$ cat src/rtl/snn_pkg.sv
// Shared fixed-point constants and small integer helpers for the spiking-network blocks.
// Width helpers are used by stdp_synapse_array and lif_neuron alike.
package snn_pkg;

  localparam int DECIMAL_BITS_DEF = 4;
  localparam int ONE              = 1 << DECIMAL_BITS_DEF;

  function automatic int addr_width(input int n);
    return (n > 1) ? $clog2(n) : 1;
  endfunction

  function automatic int trace_width(input int len);
    return $clog2(len + 1);
  endfunction

  function automatic int min_i(input int a, input int b);
    return (a < b) ? a : b;
  endfunction

  function automatic int max_i(input int a, input int b);
    return (a > b) ? a : b;
  endfunction

  function automatic int clamp(input int v, input int lo, input int hi);
    return min_i(max_i(v, lo), hi);
  endfunction

endpackage

$ cat src/rtl/stdp_synapse_array_trace.sv
// Saturating spike trace: reloads to TRACE_LEN on a spike, otherwise counts down to 0.
// The active flag marks the pairing window of the last spike.
module stdp_trace
  import snn_pkg::*;
#(
  parameter int TRACE_LEN = 16
) (
  input  logic clk,
  input  logic reset,
  input  logic spike,
  output logic active
);

  localparam int TW = trace_width(TRACE_LEN);

  logic [TW-1:0] count;

  always_ff @(posedge clk or posedge reset) begin
    if (reset)
      count <= '0;
    else if (spike)
      count <= TW'(TRACE_LEN);
    else if (count != '0)
      count <= count - TW'(1);
  end

  assign active = (count != '0);

endmodule

$ cat src/rtl/stdp_synapse_array.sv
// N_CH-input plastic synapse bank with pair-based STDP, a saturated summed current
// and a host weight write/readback port.
module stdp_synapse_array
  import snn_pkg::*;
#(
  parameter int N_CH         = 4,
  parameter int WIDTH        = 8,
  parameter int DECIMAL_BITS = DECIMAL_BITS_DEF,
  parameter int TRACE_LEN    = 16,
  parameter int A_PLUS       = 4,
  parameter int A_MINUS      = 4,
  parameter int W_MIN        = 4,
  parameter int W_MAX        = 127,
  parameter int W_INIT       = 1 << DECIMAL_BITS,
  localparam int ADDR_W      = addr_width(N_CH)
) (
  input  logic              clk,
  input  logic              reset,
  input  logic              learn_en,
  input  logic [N_CH-1:0]   pre_spike,
  input  logic              post_spike,
  output logic [WIDTH-1:0]  i_syn,
  input  logic              wr_en,
  input  logic [ADDR_W-1:0] wr_addr,
  input  logic [WIDTH-1:0]  wr_data,
  input  logic [ADDR_W-1:0] rd_addr,
  output logic [WIDTH-1:0]  rd_data
);

  localparam int WW    = WIDTH - 1;
  localparam int SUM_W = WW + $clog2(N_CH);
  localparam int I_MAX = (1 << (WIDTH - 1)) - 1;

  logic [N_CH-1:0]          pre_act;
  logic                     post_act;
  logic [N_CH-1:0][WW-1:0]  w;
  logic [SUM_W-1:0]         sum;
  logic                     rd_ok;

  stdp_trace #(.TRACE_LEN(TRACE_LEN)) u_post_trace (
    .clk    (clk),
    .reset  (reset),
    .spike  (post_spike),
    .active (post_act)
  );

  for (genvar k = 0; k < N_CH; k++) begin : g_ch
    logic [WW-1:0] w_q;
    logic [WW-1:0] w_up;
    logic [WW-1:0] w_dn;
    logic [WW-1:0] w_wr;
    logic          wr_hit;
    logic          ltp;
    logic          ltd;

    stdp_trace #(.TRACE_LEN(TRACE_LEN)) u_pre_trace (
      .clk    (clk),
      .reset  (reset),
      .spike  (pre_spike[k]),
      .active (pre_act[k])
    );

    // int arithmetic leaves ample headroom, so the clamps never see a wrapped value
    assign w_up   = WW'(min_i(int'(w_q) + A_PLUS, W_MAX));
    assign w_dn   = WW'(max_i(int'(w_q) - A_MINUS, W_MIN));
    assign w_wr   = WW'(clamp(int'(wr_data), W_MIN, W_MAX));
    assign wr_hit = wr_en && (wr_addr == ADDR_W'(k));
    assign ltp    = learn_en && post_spike && pre_act[k];
    assign ltd    = learn_en && pre_spike[k] && post_act;

    always_ff @(posedge clk or posedge reset) begin
      if (reset)
        w_q <= WW'(W_INIT);
      else if (wr_hit)
        w_q <= w_wr;
      else if (ltp)
        w_q <= w_up;
      else if (ltd)
        w_q <= w_dn;
    end

    assign w[k] = w_q;
  end

  always_comb begin
    sum = '0;
    for (int k = 0; k < N_CH; k++)
      if (pre_spike[k])
        sum = sum + SUM_W'(w[k]);
  end

  assign rd_ok = ({1'b0, rd_addr} < (ADDR_W + 1)'(N_CH));

  always_ff @(posedge clk or posedge reset) begin
    if (reset) begin
      i_syn   <= '0;
      rd_data <= '0;
    end else begin
      i_syn   <= WIDTH'(min_i(int'(sum), I_MAX));
      rd_data <= rd_ok ? WIDTH'(w[rd_addr]) : '0;
    end
  end

endmodule
$ cat config.mk
export PLATFORM = sky130hd
export DESIGN_NAME = stdp_synapse_array
export DESIGN_NICKNAME = d
export VERILOG_FILES = /design/src/rtl/snn_pkg.sv /design/src/rtl/stdp_synapse_array_trace.sv /design/src/rtl/stdp_synapse_array.sv
export SDC_FILE = /design/constraint.sdc
export NUM_CORES = 1
export LEC_CHECK = 0
export ABC_AREA = 1
export BUFFER_PORTS_ARGS = -buffer_cell sky130_fd_sc_hd__buf_2
export CORE_ASPECT_RATIO = 0.75
export CORE_UTILIZATION = 45
export DETAILED_ROUTE_END_ITERATION = 8
export PLACE_DENSITY = 0.58
export SLEW_MARGIN = 25
export SYNTH_ARGS = -nofsm -noshare
export SYNTH_HDL_FRONTEND = slang
export SYNTH_SLANG_ARGS = --single-unit
$ cat constraint.sdc
create_clock -name clk -period 5.9 [get_ports clk]
set_clock_uncertainty 0.15 [all_clocks]
set_input_delay 0.295 -clock clk [delete_from_list [all_inputs] [get_ports clk]]
set_output_delay 0.295 -clock clk [all_outputs]
set_load 0.01 [all_outputs]
==> results, run 1 <==
- The worst path uses roughly 73% of the clock period.
- Summed over all nets, the half-perimeter wirelength after detailed placement is about 12 mm.
- The clock network is responsible for 15.5% of the overall power.
- The reported max-cap violation count is 0.
- The maximum number of pins on one net before global-route repair is 69.
- Based on the critical path, the design can be clocked at up to 231.8 MHz.
- The final weighted congestion in routability-driven placement is 0.9738.
- At the pin with the least slew margin, the transition time is roughly 900 ps.
- Cells with a size suffix above 1 make up 11.38% of the layout.
- The static power due to leakage is 3.239 nW.
- The count of input and output buffers is 35.
- OpenSTA, run right after detailed placement, puts the worst setup slack at 1496 ps.
- The peak fanout along the critical path is 7.
- After synthesis the cells add up to 5734 sq um.
- The share of power burned in registers is between 20% and 30%.
- TritonCTS built the clock tree.
- The total number of yosys warnings is 0.
- Clock latency on the worst-skew pair, taken at its later pin, is 340 ps.
- The number of gates given a new drive strength after cts is 0.
- The synthesized netlist cell count is 798.
- The cell class contributing the biggest share of worst-path delay is simple AND/OR/NAND/NOR gates.
- The number of buffers inserted by post-CTS setup repair is 0.
- The share of total power consumed by net switching is 48.68%.
- The number of global-route vias before repair came to 5083.
- 0 antenna diodes ended up in the layout.
- The DRC marker count from the first detailed-route iteration is 383.
- The cell area after placement is 6052 sq um.
- The vias per cell is 5.346.
- STA classifies the critical path startpoint as a flop.
- The cell that appears most often on the critical path is sky130_fd_sc_hd__nand2_1.
- The x dimension of the die is ~130 um.
- In this run the count of I/O pins placed on the die edge is 37.
- The final count of hold timing violations was 0.
- Subtracting the final worst setup slack from the clock period gives 4313 ps.
- Cell internal power was estimated by the tool at 1.909 mW.
- The sum of negative setup slack is 0 ps.
- The first detailed-routing pass took 5 iterations.
- In this run the power spent charging and discharging nets is 1.811 mW.
- Setup violations remaining at the end of the flow were counted as 0.
- The power per cell area is 584.1 nW/um^2.
- The number of buffers between clock root and the deepest sink is 2.
- The register clock-pin slew on the reported worst setup and hold paths is ~60 ps.
- Setup repair after global routing left no endpoint under its margin.
- After synthesis the netlist holds a flip-flop and latch count of 68.
- The setup slack after layout is 1587 ps.
- For this design, the CTS-stage hold fixing added 0 buffers.
- The worst setup path is of the reg2reg kind.
- Global routing used 24.39% of the available tracks.
- The share of total power dissipated in combinational logic is 57.8%.
- In this design, the stage delay of the slowest critical-path cell is between 400 and 500 ps.
- The total congestion overflow after global routing is 0.
- The number of distinct library cells after synthesis is 47.
- The slowest library cell on the worst path is sky130_fd_sc_hd__dfrtp_1.
- For the worst setup path, the data required time is 5960 ps.
- The tree is rooted in a sky130_fd_sc_hd__clkbuf_16.
- The worst setup path is captured at a flop.
- The number of clock buffers added by TritonCTS is 9.
- The worst path buffer plus inverter count is 3.
- The total number of H-tree levels is 3.
- The worst pin sits at a relative slew slack of 39.87%.
- The floorplan has 35 rows.
- Once detail routing completed, the nets flagged for antenna violations numbered 0.
- The final count of pins violating max slew is 0.
- For this run, design rule violations remaining after detail routing come to 0.
- At the worst endpoint, the arrival time is 4370 ps.
- The vias after detailed routing is 5351.
- The cell area after layout is between 6000 and 7000 sq um.
- The area inside the core boundary is roughly 12000 sq um.
- The floorplan die area is 13200 sq um.
- The first global-routing pass estimated 25.21 mm of wire.
- The floorplan step set the die height to roughly 100 um.
- The initial antenna violation count is 0.
- The clock drives 68 sinks.
- In the final routed layout, each cell accounts on average for 15.25 um.
- IR analysis of the VDD net gives a maximum drop of between 0.3 and 0.4 mV.
- The area added between synthesis and finish is 11.06%.
- The initial utilization of the core area, before any placement, comes to a little under half.
- The routed design has 15.27 mm of wire.
- After synthesis, the mean cell area works out to 7.186 sq um.
- The share of the yosys chip area belonging to registers is between 20% and 30%.
- The run finished with clean final reports.
- The post-layout net count is 904.
- The path class of the lowest-slack min-delay path is in2async.
## area by class of cell
class | count | area (sq um)
sequential | 68 | 1707
fill | 1212 | 5981
clock buffer | 9 | 225.2
timing repair buffer | 36 | 182.7
clock inverter | 7 | 91.34
tap | 166 | 207.7
multi-input combinational | 595 | 3505
inverter | 120 | 450.4
## kinds of logic after synthesis
logic type / synth area share [%]
AO/OA/AOI/OAI: 17.09
XOR/XNOR: 5.499
adder cells (fa/ha/maj): 11.96
buffers and inverters: 9.186
flip-flops: 29.76
other: 0.06540
AND/OR/NAND/NOR: 26.45
## routing by layer
layer | global-route usage, % | part of all wire, % | vias to the layer above
met5 | 0 | 0 | -
met4 | 6.631 | 1.3 | 0
met3 | 4.179 | 4.6 | 19
met2 | 38.74 | 43 | 135
met1 | 34.20 | 51 | 2479
li1 | - | - | 2718
## metrics by stage
step | util, % | cells | hold WS (ps) | total power, mW
floorplan | - | 799 | 211.4 | 2.617
global placement | 49.01 | 985 | 302.5 | 3.082
detailed placement | 49.01 | 985 | 304.5 | 3.120
CTS | 51.57 | 1001 | 71.95 | 3.721
global route | 51.57 | 1001 | 88.66 | 4.104
finish | 51.57 | 1001 | 80.79 | 3.720
## layout by cell type, fill, tap and decap left out, types with 6 or more instances in the layout
master,count
sky130_fd_sc_hd__o221ai_1,12
sky130_fd_sc_hd__buf_2,35
sky130_fd_sc_hd__o21ai_0,39
sky130_fd_sc_hd__clkbuf_16,9
sky130_fd_sc_hd__ha_1,50
sky130_fd_sc_hd__nand2_1,161
sky130_fd_sc_hd__inv_2,16
sky130_fd_sc_hd__inv_1,103
sky130_fd_sc_hd__xnor2_1,8
sky130_fd_sc_hd__nand3_1,72
sky130_fd_sc_hd__nand4_1,11
sky130_fd_sc_hd__a211oi_1,7
sky130_fd_sc_hd__nor3_1,12
sky130_fd_sc_hd__o22ai_1,6
sky130_fd_sc_hd__dfrtp_1,64
sky130_fd_sc_hd__a21oi_1,49
sky130_fd_sc_hd__xor2_1,28
sky130_fd_sc_hd__a31oi_1,9
sky130_fd_sc_hd__nor2_1,60
sky130_fd_sc_hd__o21ai_1,14
## Yosys cell counts, drive strengths merged
cell type | n | area share [%]
nand2 | 167 | 11
inv | 119 | 7.8
nand3 | 75 | 6.9
nor2 | 66 | 4.8
dfrtp | 64 | 28
o21ai | 58 | 5.5
a21oi | 50 | 4.4
ha | 50 | 11
xor2 | 28 | 4.3
nor3 | 12 | 1.0
o221ai | 12 | 1.8
nand4 | 11 | 1.2
a31oi | 9 | 0.98
buf | 9 | 0.87
xnor2 | 8 | 1.2
a211oi | 7 | 0.92
clkbuf | 7 | 0.46
o22ai | 6 | 0.65
o211ai | 5 | 0.65
o31ai | 5 | 0.65
or2 | 5 | 0.55
a311oi | 4 | 0.61
dfstp | 4 | 1.8
and3 | 3 | 0.33
fa | 3 | 1.0
and2 | 2 | 0.22
o21bai | 2 | 0.26
a211o | 1 | 0.15
a21o | 1 | 0.13
a22oi | 1 | 0.13
clkinv | 1 | 0.065
conb | 1 | 0.065
nand3b | 1 | 0.13
o2111ai | 1 | 0.15
## tightest hold or removal path: cells and delay by family
family | cells | cell delay [ps]
buffers and inverters | 3 | 810
## flip-flops by register name, summed over array words and instances, names as in the netlist
register / flops
g_ch.w_q: 28
g_ch.u_pre_trace.count: 20
i_syn: 8
rd_data: 7
u_post_trace.count: 5
## worst paths after layout
| kind | start | to | slack (ps) | cells after the start |
|---|---|---|---|---|
| max in group asynchronous | reset | g_ch[2].w_q[5] | 4930 | 3 |
| worst max register to register | g_ch[0].w_q[0] | i_syn[4] | 1590 | 26 |
| worst min-delay path | reset | g_ch[1].u_pre_trace.count[4] | 80 | 3 |
| worst min register to register | g_ch[3].u_pre_trace.count[0] | g_ch[3].u_pre_trace.count[0] | 310 | 1 |
| worst max-delay path | g_ch[0].w_q[0] | i_syn[4] | 1590 | 26 |
| min in group clk | post_spike | u_post_trace.count[0] | 90 | 2 |
## power groups by stage
stage                     sequential, mW  clock (mW)  combinational [mW]
final                              0.993       0.578                2.15
after global routing                1.02       0.613                2.47
after detailed placement           0.991           0                2.13
after floorplan                    0.860           0                1.76
after global placement             0.991           0                2.09
after CTS                          0.985       0.591                2.14
No activity file was read; power rests on OpenSTA's default activity.
==> inputs of run 2 (changes only) <==
- ABC_AREA: 1 -> 0
- clock period: 5.9 -> 4.19 ns (I/O delays scaled with it)
==> run 2 against run 1 <==
Effect of this change:
- cell area is 11% higher
- sequential power is 36% higher
- setup slack worse by 2000 ps
- non-clock buffer count is 77 higher
- synthesized cell count is 15% lower
- flip-flop and latch count stayed put
- the flow now finishes with violations (negative setup slack)
==> results, run 2 <==
- The x dimension of the die is 132.4 um (about the same).
- The total power is 6.824 mW (+83%).
- The share of power burned in registers is 19.8% (-6.9 points).
- The clock latency at the later pin of the worst-skew pair is 340 ps (about the same).
- In the synthesized netlist the dominant register cell turns out to be sky130_fd_sc_hd__dfrtp_1.
- Leaving out fill and tap cells, the most frequent cell in the layout is sky130_fd_sc_hd__buf_4.
- The TritonCTS buffer count is 9 (unchanged).
- The synthesis-stage register bit count came to 68 (unchanged).
- The final count of pins violating max slew is 0 (unchanged).
- The actual slew at the worst max-slew pin is 901.4 ps (-0.5903 ps).
- The average instance area after synthesis is 8.446 sq um (+18%).
- The static power due to leakage is 3.128 nW (-3.4%).
- The number of buffers between clock root and the deepest sink is 2 (unchanged).
- The startpoint type of the worst setup path is a flop.
- The initial cell density of the core came to 46.50% (+0.071 points).
- The register clock-pin slew on the reported worst setup and hold paths is 60 ps (about the same).
- The share of total power consumed by net switching was 44.33% (-4.3 points).
- The maximum number of pins on one net before global-route repair is 38 (-45%).
- The endpoint kind of the worst setup timing path is a flop.
- The total routing resource utilization after global routing is 24.93% (+0.54 points).
- The routed wire length is 15.98 mm (+4.7%).
- The top-level port count was 37 (unchanged).
- The total congestion overflow after global routing came to 0 (unchanged).
- The per-cell routed wire length is 17.02 um (+12%).
- The setup-violating endpoint count in the final report is 7 (+7).
- The vias per cell is 5.809 (+8.7%).
- The count of flip-flops with a built-in enable after synthesis is 0 (unchanged).
- The data arrival time of the worst path is 4670 ps (+300 ps).
- The register with the most flip-flops in the final layout is g_ch.w_q.
- The first-pass iteration count of the detailed router is 6 (+1).
- The post-layout net count came to 842 (-6.9%).
- The die boundary height is 99.84 um (about the same).
- The flip-flop and latch area was 1707 sq um (unchanged).
- The portion of total power attributed to combinational logic came to 68.8% (+11 points).
- The post-place setup slack is -642.5 ps (-2139 ps).
- The final weighted congestion in routability-driven placement is 0.9213 (-5.4%).
- The area inside the core boundary came to 12350 sq um (unchanged).
- The area added between synthesis and finish is 22.72%.
- The fraction of final layout cells with drive strength greater than 1 came to 23.03% (+12 points).
- In the final layout, the registers with the most flip-flops are g_ch.w_q (28), g_ch.u_pre_trace.count (20), i_syn (8).
- The cell accounting for the most synthesized area is sky130_fd_sc_hd__dfrtp_1.
- The number of sinks driven by the clock tree came to 68 (unchanged).
- The initial antenna violation count was 0 (unchanged).
- The DRC marker count from the first detailed-route iteration was 345 (-9.9%).
- The commonest cells after synthesis are 64 x sky130_fd_sc_hd__dfrtp_1, 58 x sky130_fd_sc_hd__nor2_1, 50 x sky130_fd_sc_hd__ha_1.
- The net load switching power is 3.025 mW (+67%).
- The most numerous cell in the Yosys netlist is sky130_fd_sc_hd__dfrtp_1.
- The share of the yosys chip area belonging to registers was 29.72% (-0.045 points).
- The library cells used most frequently in the layout, excluding fill and tap cells, are 73 x sky130_fd_sc_hd__buf_4, 64 x sky130_fd_sc_hd__dfrtp_1, 58 x sky130_fd_sc_hd__nor2_1, 47 x sky130_fd_sc_hd__ha_1, 45 x sky130_fd_sc_hd__nand2_1.
- The power per cell area is 968.2 nW/um^2 (+66%).
- The flow ran to the end, but the final reports show violations.
- The number of global-route vias before repair is 4999 (-1.7%).
- The path class of the tightest hold or removal check is in2reg.
- The maximum clock rate is 216.1 MHz (-6.8%).
- The number of inserted diodes came to 0 (unchanged).
- In the post-synthesis netlist, the biggest area contributors are sky130_fd_sc_hd__dfrtp_1 28%, sky130_fd_sc_hd__ha_1 11%, sky130_fd_sc_hd__nor2_1 3.8%.
- The hold path startpoint is wr_addr[0].
- The wire length of the first global-routing pass is 25.75 mm (+2.2%).
- The register-to-register path setup slack is -440 ps (-2020 ps).
- The multi-input logic area is 3906 sq um (+11%).
- The path type of the worst setup path is reg2reg.
- In this run the critical register-to-register path is captured at i_syn[4].
- The post-route antenna net violation count was 0 (unchanged).
- The proportion of power drawn by the clock network is 11.4% (-4.1 points).
- The half-perimeter wire length after detailed placement is 11.92 mm (+1.8%).
- The cell area after layout is 7048 sq um (+11%).
- The final count of hold timing violations is 0 (unchanged).
- The cell sitting at the root of the clock tree is a sky130_fd_sc_hd__clkbuf_16.
- The normalized max-slew margin came to 39.44% (-0.42 points).
- The cell depth of the worst min-delay path is 2.
- The path with the worst hold slack has its endpoint at g_ch[2].w_q[4].
- The area of the mapped netlist is 5743 sq um (+0.15%).
- The synthesized netlist cell count is 680 (-15%).
- The count of input and output buffers was 35 (unchanged).
- The DRC violations left is 0 (unchanged).
- The area share of the largest cell type after synthesis is 27.89% (-0.043 points).
- The setup slack after layout was -436.6 ps (-2023 ps).
- The async set-or-reset flop fraction in the synthesized netlist is 100.0% (unchanged).
- The internal portion of total power is 3.799 mW (+99%).
- The vias after detailed routing is 5455 (+1.9%).
- The peak fanout along the critical path was 5 (-2).
- The final reports fail on negative setup slack.
- The post-route worst hold slack is 8.034 ps (-72.76 ps).
- The placement row count was 35 (unchanged).
- The peak supply drop is 0.4511 mV (+46%).
- The total number of H-tree levels was 3 (unchanged).
- The share of the core filled with cells is 57.07% (+5.5 points).
- The reported max-cap violation count is 0 (unchanged).
- The total number of yosys warnings is 0 (unchanged).
- The floorplan die area is 13220 sq um (+0.15%).
- The final period utilization is 110.4% (+37 points).
- The number of fill cells in the layout is 1126 (-7.1%).
- The clock period minus worst slack came to 4627 ps (+313.2 ps).
- The number of distinct library cells after synthesis is 74 (+57%).
- The worst register-to-register path begins at g_ch[0].w_q[0].
- The cell depth of the worst flop-to-flop path was 22 (-15%).
- The required time reported for the critical path endpoint is 4240 ps (-1720 ps).
- Setup repair after global routing could not meet its margin everywhere.
- The cell area after placement is 6442 sq um (+6.5%).
- TritonCTS built the clock tree.
- The flip-flop count of the largest register after layout is 28 (unchanged).
## run 2: metal layers
layer | vias to the layer above | wire (um) | track usage, %
li1 | 2655 | - | -
met1 | 2616 | 7853 | 35.59
met2 | 154 | 6911 | 37.94
met3 | 30 | 876 | 5.404
met4 | 0 | 340 | 7.339
met5 | - | 0 | 0
## run 2: cell families after synthesis
family	count (synthesis)	share of synthesized area [%]
and+or+nand+nor	247	22.37
AOI/OAI and AO/OA	184	20.65
buffers and inverters	77	5.403
DFF	68	29.72
adders and majority gates	57	12.64
muxes	24	5.795
xor gates and xnor gates	22	3.355
other	1	0.06530
## run 2: repair_timing
item                                    in CTS  in global routing
endpoints found under the setup margin       7                  7
buffers inserted                            13                  4
gates resized for setup                     21                  9
endpoints found under the hold margin       34                  0
pin swaps                                   16                  7
hold buffers                                 4                  0
## run 2: worst max-delay path by stage
| stage | start | to | slack, ps | depth (start not counted) |
|---|---|---|---|---|
| after global routing | g_ch[0].w_q[0] | i_syn[5] | -680 | 22 |
| after global placement | g_ch[0].w_q[1] | i_syn[5] | -450 | 21 |
| after floorplan | g_ch[0].w_q[0] | i_syn[5] | -170 | 24 |
| after CTS | g_ch[0].w_q[0] | i_syn[5] | -350 | 24 |
| after detailed placement | g_ch[0].w_q[1] | i_syn[5] | -640 | 21 |
| final | g_ch[0].w_q[0] | i_syn[4] | -440 | 22 |
## run 2: through the flow
| stage | setup TNS, ps | instances |
|---|---|---|
| after floorplan | -922.7 | 681 |
| after global placement | -2905 | 902 |
| after detailed placement | -4158 | 902 |
| after CTS | -2126 | 935 |
| after global routing | -4471 | 939 |
| final | -2748 | 939 |
## run 2: critical path, cell delays in order (launching register included)
cell and delay, ps:
sky130_fd_sc_hd__dfrtp_1 340, sky130_fd_sc_hd__and2_4 160, sky130_fd_sc_hd__ha_4 130, sky130_fd_sc_hd__inv_2 40, sky130_fd_sc_hd__fa_2 360, sky130_fd_sc_hd__nor2b_4 150, sky130_fd_sc_hd__nand3b_1 210, sky130_fd_sc_hd__xor2_2 210
sky130_fd_sc_hd__ha_1 300, sky130_fd_sc_hd__nor2b_4 140, sky130_fd_sc_hd__o31a_1 290, sky130_fd_sc_hd__o21ai_2 120, sky130_fd_sc_hd__nand2b_1 100, sky130_fd_sc_hd__xnor2_2 180, sky130_fd_sc_hd__a22oi_1 90, sky130_fd_sc_hd__ha_1 320
sky130_fd_sc_hd__o2111a_2 260, sky130_fd_sc_hd__o31ai_4 90, sky130_fd_sc_hd__a2111oi_2 290, sky130_fd_sc_hd__o211ai_1 190, sky130_fd_sc_hd__o31ai_4 120, sky130_fd_sc_hd__buf_6 160, sky130_fd_sc_hd__o211ai_1 80
## run 2: layout make-up
class | count | area share [%]
tap | 166 | 2.947
timing repair buffer | 113 | 10.99
clock inverter | 6 | 0.9054
sequential | 68 | 24.21
clock buffer | 10 | 3.391
multi-input combinational | 536 | 55.42
inverter | 40 | 2.130
## run 2: power by group through the flow
stage / registers (mW) / logic [mW] / clock network [mW]
after floorplan: 1.24 / 2.81 / 0
after global placement: 1.34 / 3.96 / 0
after detailed placement: 1.34 / 4.04 / 0
after CTS: 1.34 / 4.44 / 0.789
after global routing: 1.40 / 5.20 / 0.816
final: 1.35 / 4.70 / 0.775
